--- config.mk ---
export PLATFORM = sky130hd
export DESIGN_NAME = hazard_controller
export DESIGN_NICKNAME = d
export VERILOG_FILES = /design/src/rtl/core_pkg.sv /design/src/rtl/stage_slot_reg.sv /design/src/rtl/hazard_controller.sv
export SDC_FILE = /design/constraint.sdc
export NUM_CORES = 1
export LEC_CHECK = 0
export CAP_MARGIN = 20
export CORE_UTILIZATION = 46
export CTS_CLUSTER_DIAMETER = 100
export DETAILED_ROUTE_END_ITERATION = 10
export PLACE_DENSITY = 0.7
export SLEW_MARGIN = 15
export SYNTH_ARGS = -nofsm -noshare
export SYNTH_HDL_FRONTEND = slang
export SYNTH_HIERARCHICAL = 1
export SYNTH_SLANG_ARGS = --single-unit
--- constraint.sdc ---
create_clock -name clk -period 2.55 [get_ports clk]
set_clock_uncertainty 0.05 [all_clocks]
set_input_delay 0.51 -clock clk [delete_from_list [all_inputs] [get_ports clk]]
set_output_delay 0.51 -clock clk [all_outputs]
set_load 0.1 [all_outputs]
--- src/rtl/core_pkg.sv ---
// Shared types for the 5-stage core: register address width, forwarding
// select encodings and the per-stage destination metadata slot.
package core_pkg;

   localparam int unsigned REG_ADDR_W = 5;

   localparam logic [1:0] FWD_RF = 2'b00;
   localparam logic [1:0] FWD_W  = 2'b01;
   localparam logic [1:0] FWD_M  = 2'b10;

   typedef struct packed {
      logic                  valid;
      logic                  reg_write;
      logic                  mem_to_reg;
      logic [REG_ADDR_W-1:0] dest;
      logic [REG_ADDR_W-1:0] rs;
      logic [REG_ADDR_W-1:0] rt;
   } slot_t;

   // A slot produces register r; r0 is hardwired zero and never produced.
   function automatic logic slot_writes(input slot_t s, input logic [REG_ADDR_W-1:0] r);
      return s.valid && s.reg_write && (s.dest == r) && (r != '0);
   endfunction

endpackage

--- src/rtl/stage_slot_reg.sv ---
// One pipeline-stage metadata register; hold wins over bubble, bubble over load.
module stage_slot_reg
   import core_pkg::*;
(
   input  logic  clk,
   input  logic  rst,
   input  logic  hold_i,
   input  logic  bubble_i,
   input  slot_t load_i,
   output slot_t slot_o
);

   slot_t slot_q, slot_d;

   always_comb begin
      slot_d = load_i;
      if (hold_i) begin
         slot_d = slot_q;
      end else if (bubble_i) begin
         slot_d = '0;
      end
   end

   always_ff @(posedge clk or posedge rst) begin
      if (rst) begin
         slot_q <= '0;
      end else begin
         slot_q <= slot_d;
      end
   end

   assign slot_o = slot_q;

endmodule

--- src/rtl/hazard_controller.sv ---
// Hazard controller for the F/D/E/M/W core: stalls, flushes, forwarding selects
// and a saturating stall-cycle counter, driven from shadow E/M/W slots.
module hazard_controller
   import core_pkg::*;
#(
   parameter int unsigned STALL_CNT_W = 16
) (
   input  logic                   clk,
   input  logic                   reset,
   input  logic                   valid_d,
   input  logic [REG_ADDR_W-1:0]  rs_d,
   input  logic [REG_ADDR_W-1:0]  rt_d,
   input  logic                   uses_rt_d,
   input  logic [REG_ADDR_W-1:0]  write_reg_d,
   input  logic                   reg_write_d,
   input  logic                   mem_to_reg_d,
   input  logic                   jump_d,
   input  logic                   branch_taken_e,
   input  logic                   mem_busy_m,
   output logic                   stall_f,
   output logic                   stall_d,
   output logic                   stall_e,
   output logic                   stall_m,
   output logic                   flush_d,
   output logic                   flush_e,
   output logic                   flush_w,
   output logic [1:0]             fwd_a_e,
   output logic [1:0]             fwd_b_e,
   output logic [STALL_CNT_W-1:0] stall_cycles
);

   slot_t e_q, m_q, w_q;
   slot_t d_slot, m_load;
   logic  load_use, busy, br_taken, lu_stall, jmp_flush;
   logic  [STALL_CNT_W-1:0] cnt_q, cnt_d;
   logic  unused_slot_bits;

   always_comb begin
      d_slot = '{valid: valid_d, reg_write: reg_write_d, mem_to_reg: mem_to_reg_d,
                 dest: write_reg_d, rs: rs_d, rt: rt_d};
      m_load    = e_q;
      m_load.rs = '0;
      m_load.rt = '0;
   end

   // Hazard classification in priority order: memory wait, taken branch, load-use, jump.
   always_comb begin
      load_use  = valid_d && e_q.mem_to_reg &&
                  (slot_writes(e_q, rs_d) || (uses_rt_d && slot_writes(e_q, rt_d)));
      busy      = !reset && mem_busy_m;
      br_taken  = !reset && !mem_busy_m && branch_taken_e;
      lu_stall  = !reset && !mem_busy_m && !branch_taken_e && load_use;
      jmp_flush = !reset && !mem_busy_m && !branch_taken_e && !load_use && jump_d && valid_d;
   end

   always_comb begin
      stall_f = busy || lu_stall;
      stall_d = busy || lu_stall;
      stall_e = busy;
      stall_m = busy;
      flush_d = br_taken || jmp_flush;
      flush_e = br_taken || lu_stall;
      flush_w = busy;
   end

   always_comb begin
      fwd_a_e = FWD_RF;
      fwd_b_e = FWD_RF;
      if (slot_writes(m_q, e_q.rs)) begin
         fwd_a_e = FWD_M;
      end else if (slot_writes(w_q, e_q.rs)) begin
         fwd_a_e = FWD_W;
      end
      if (slot_writes(m_q, e_q.rt)) begin
         fwd_b_e = FWD_M;
      end else if (slot_writes(w_q, e_q.rt)) begin
         fwd_b_e = FWD_W;
      end
   end

   stage_slot_reg u_slot_e (
      .clk      (clk),
      .rst      (reset),
      .hold_i   (busy),
      .bubble_i (br_taken || lu_stall),
      .load_i   (d_slot),
      .slot_o   (e_q)
   );

   stage_slot_reg u_slot_m (
      .clk      (clk),
      .rst      (reset),
      .hold_i   (busy),
      .bubble_i (1'b0),
      .load_i   (m_load),
      .slot_o   (m_q)
   );

   stage_slot_reg u_slot_w (
      .clk      (clk),
      .rst      (reset),
      .hold_i   (1'b0),
      .bubble_i (busy),
      .load_i   (m_q),
      .slot_o   (w_q)
   );

   // Stall-cycle counter sticks at all ones instead of wrapping.
   always_comb begin
      cnt_d = cnt_q;
      if (stall_d && (cnt_q != '1)) begin
         cnt_d = cnt_q + STALL_CNT_W'(1);
      end
   end

   always_ff @(posedge clk or posedge reset) begin
      if (reset) begin
         cnt_q <= '0;
      end else begin
         cnt_q <= cnt_d;
      end
   end

   assign stall_cycles     = cnt_q;
   assign unused_slot_bits = ^{w_q.mem_to_reg, w_q.rs, w_q.rt};

endmodule

==> reports/results.ini <==
[routing]
drt_drc_violations_left = 0
wl_met1_um = 3090
vias = 2196
drtAntennaViolNets = 0
drt-initial-drc-count = 111
routed.top_layer = met4
routed_wl_um = 6453
vias_per_cell = 5.449
first_pass_iters = 4
wl_met3_um = 206
wl_per_cell_um = 16.01
met2_length_um = 3109

[clock_network]
cts.sinks = 48
cts_buffer_depth = 2
clk_latency_ns = 0.31
clk_pin_slew_ns = 0.09
holdBufCountCts = 0
h-tree-depth = 2
cts_buffers = 5
cts_root_buffer = clkbuf_8
tritoncts = yes

[setup_path]
path_max_fanout = 2
startpoint_type = flip-flop
cp.arrival_ns = 1.99
ff2ff_setup_slack_ns = 0.23
r2r_end = stall_cycles[12]
critPathKind = flip-flop to output pin
rr_startpoint = u_slot_e/slot_o[13]
worstRegToRegCells = 8
crit_path_end_kind = output pin
cp.required_ns = 1.99

[floorplan]
initial_core_util_pct = 47.83
dieArea_um2 = 6032
die_y_um = 77.67
rows = 27
num_io_pins = 51
die_x_um = 77.67
core-area_um2 = 5507

[pwr]
leakagePower_nw = 1.604
power_density_nw_per_um2 = 661.1
intPower_mw = 1.484
sw_frac_of_total_pct = 40.69
power_mw = 2.501
p_sw_mw = 1.018
vdd_drop_max_mv = 0.5058
combPwrFrac_pct = 37.3
seq_power_share_pct = 40.1
clkPwrFrac_pct = 22.6

[yosys]
synthCells = 245
syn-cell-area_um2 = 2634
ys_warn_count = 6
synth_area_per_cell_um2 = 10.75

[global_routing]
grt_pass1_wl_um = 11160
grt_pass1_vias = 2259
antenna_found_initial = 0
overflow = 0
grt_max_degree = 20
grtUsageTotal_pct = 23.93

[timing]
finalHoldViolCount = 0
fin_ws_ns = -0.002621
fin_crit_sh_pct = 100.1
rsz0062_at_grt = yes
max_freq_mhz = 391.8
period_minus_slack_ns = 2.553
setup_viol = 1
final_max_slew_viol_count = 0
max-slew-margin-rel_pct = 66.18
worst-slew-pin-transition_ns = 0.4945
worst_hold_slack_ns = 0.4533

[final_layout]
final_area_um2 = 3784
drive_gt1_share_pct = 41.39
antenna_cells = 0
fin_nets = 355
synthToLayoutAreaGrowth_pct = 43.66

[placement]
gp_congestion = 0.8349
postPlaceCellArea_um2 = 3491
port_buffers = 50
dpl.hpwl_um = 4644

[outcome]
failed_checks = setup timing
status = finished, violations left

[hold_path]
min_delay_path_depth = 2
hp-start = rs_d[0]
worstHoldPathType = primary input to flip-flop
whs_endpoint = u_slot_e/slot_o[5]

[job]
maxCapViolCount = 0

## routing by layer
layer	up-vias	track usage, %
li1	1054	-
met1	1081	32.55
met2	57	38.67
met3	4	4.235
met4	0	7.736
met5	-	0
## through the flow
stage	setup TNS (ns)	util [%]	setup slack [ns]	std cells
final	-0.002621	68.71	-0.002621	403
after floorplan	-0.8746	-	-0.3787	248
after global placement	-2.316	63.39	-0.2615	382
after global routing	-0.3813	68.71	-0.07185	403
after CTS	0	67.17	0.003121	394
after detailed placement	-3.424	63.39	-0.2999	382
## layout by cell type (no fill, tap or decap), types with 2 or more instances in the layout
cell type	count
mux2_4	2
nand3_1	14
dfrtp_1	33
nor2_4	5
nor3_2	2
buf_12	12
nand4_1	7
or2_4	2
dlygate4sd2_1	6
nor4_4	3
xnor2_1	26
a22o_2	13
clkbuf_2	2
a31oi_1	2
clkbuf_8	5
a22o_1	16
dfrtp_4	4
nor2_1	9
o21ai_0	3
nand2_1	18
nand2b_1	3
and3_1	5
clkdlybuf4s15_1	2
conb_1	4
a21oi_1	3
dfrtp_2	11
nand3_2	2
o21ai_4	2
xor2_1	11
or4_4	3
nor3_1	4
o21a_1	2
clkdlybuf4s50_1	13
inv_1	4
buf_4	54
## cell type report
cell class / count / area (um2)
fill: 431 / 1723
clock buffer: 5 / 68.82
timing repair buffer: 89 / 858.3
tap: 72 / 90.09
inverter: 4 / 15.01
multi-input combinational: 182 / 1475
clock inverter: 3 / 46.29
sequential: 48 / 1230
## flip-flops by register name (all words and copies together) (netlist names)
name and count:
stall_cycles 16, u_slot_e/slot_o 18, u_slot_m/slot_o 7, u_slot_w/slot_o 7
## worst max-delay path: stages, from the launching register on
cell and delay, ns:
dfrtp_1 0.39, or4_4 0.57, o2111ai_4 0.24, nor2_4 0.07, a211oi_4 0.20, buf_12 0.21
## power groups by stage
stage	clock network [mW]	logic, mW	registers, mW
after floorplan	0	0.337	1.33
after global placement	0	0.878	1.02
after detailed placement	0	0.891	1.02
after CTS	0.574	0.911	1.00
after global routing	0.607	0.983	1.02
final	0.565	0.933	1.00
## worst max-delay path by stage
stage                         from               end  slack, ns  cells past startpoint
2_1_floorplan   u_slot_e/slot_o[9]        fwd_a_e[0]      -0.38                      4
3_3_place_gp               rt_d[0]  stall_cycles[12]      -0.26                      9
3_5_place_dp               rt_d[0]  stall_cycles[12]      -0.30                      9
4_1_cts        u_slot_e/slot_o[12]           flush_d      0.003                      7
5_1_grt        u_slot_e/slot_o[10]           flush_d      -0.07                      7
6_report        u_slot_e/slot_o[0]        fwd_b_e[0]     -0.003                      5
## what timing repair did
item,CTS,global route
gates resized for setup,24,13
setup buffers,4,9
pin swaps,16,13
setup endpoints to repair,6,6
Note: power is estimated with default switching activity, not from simulation.
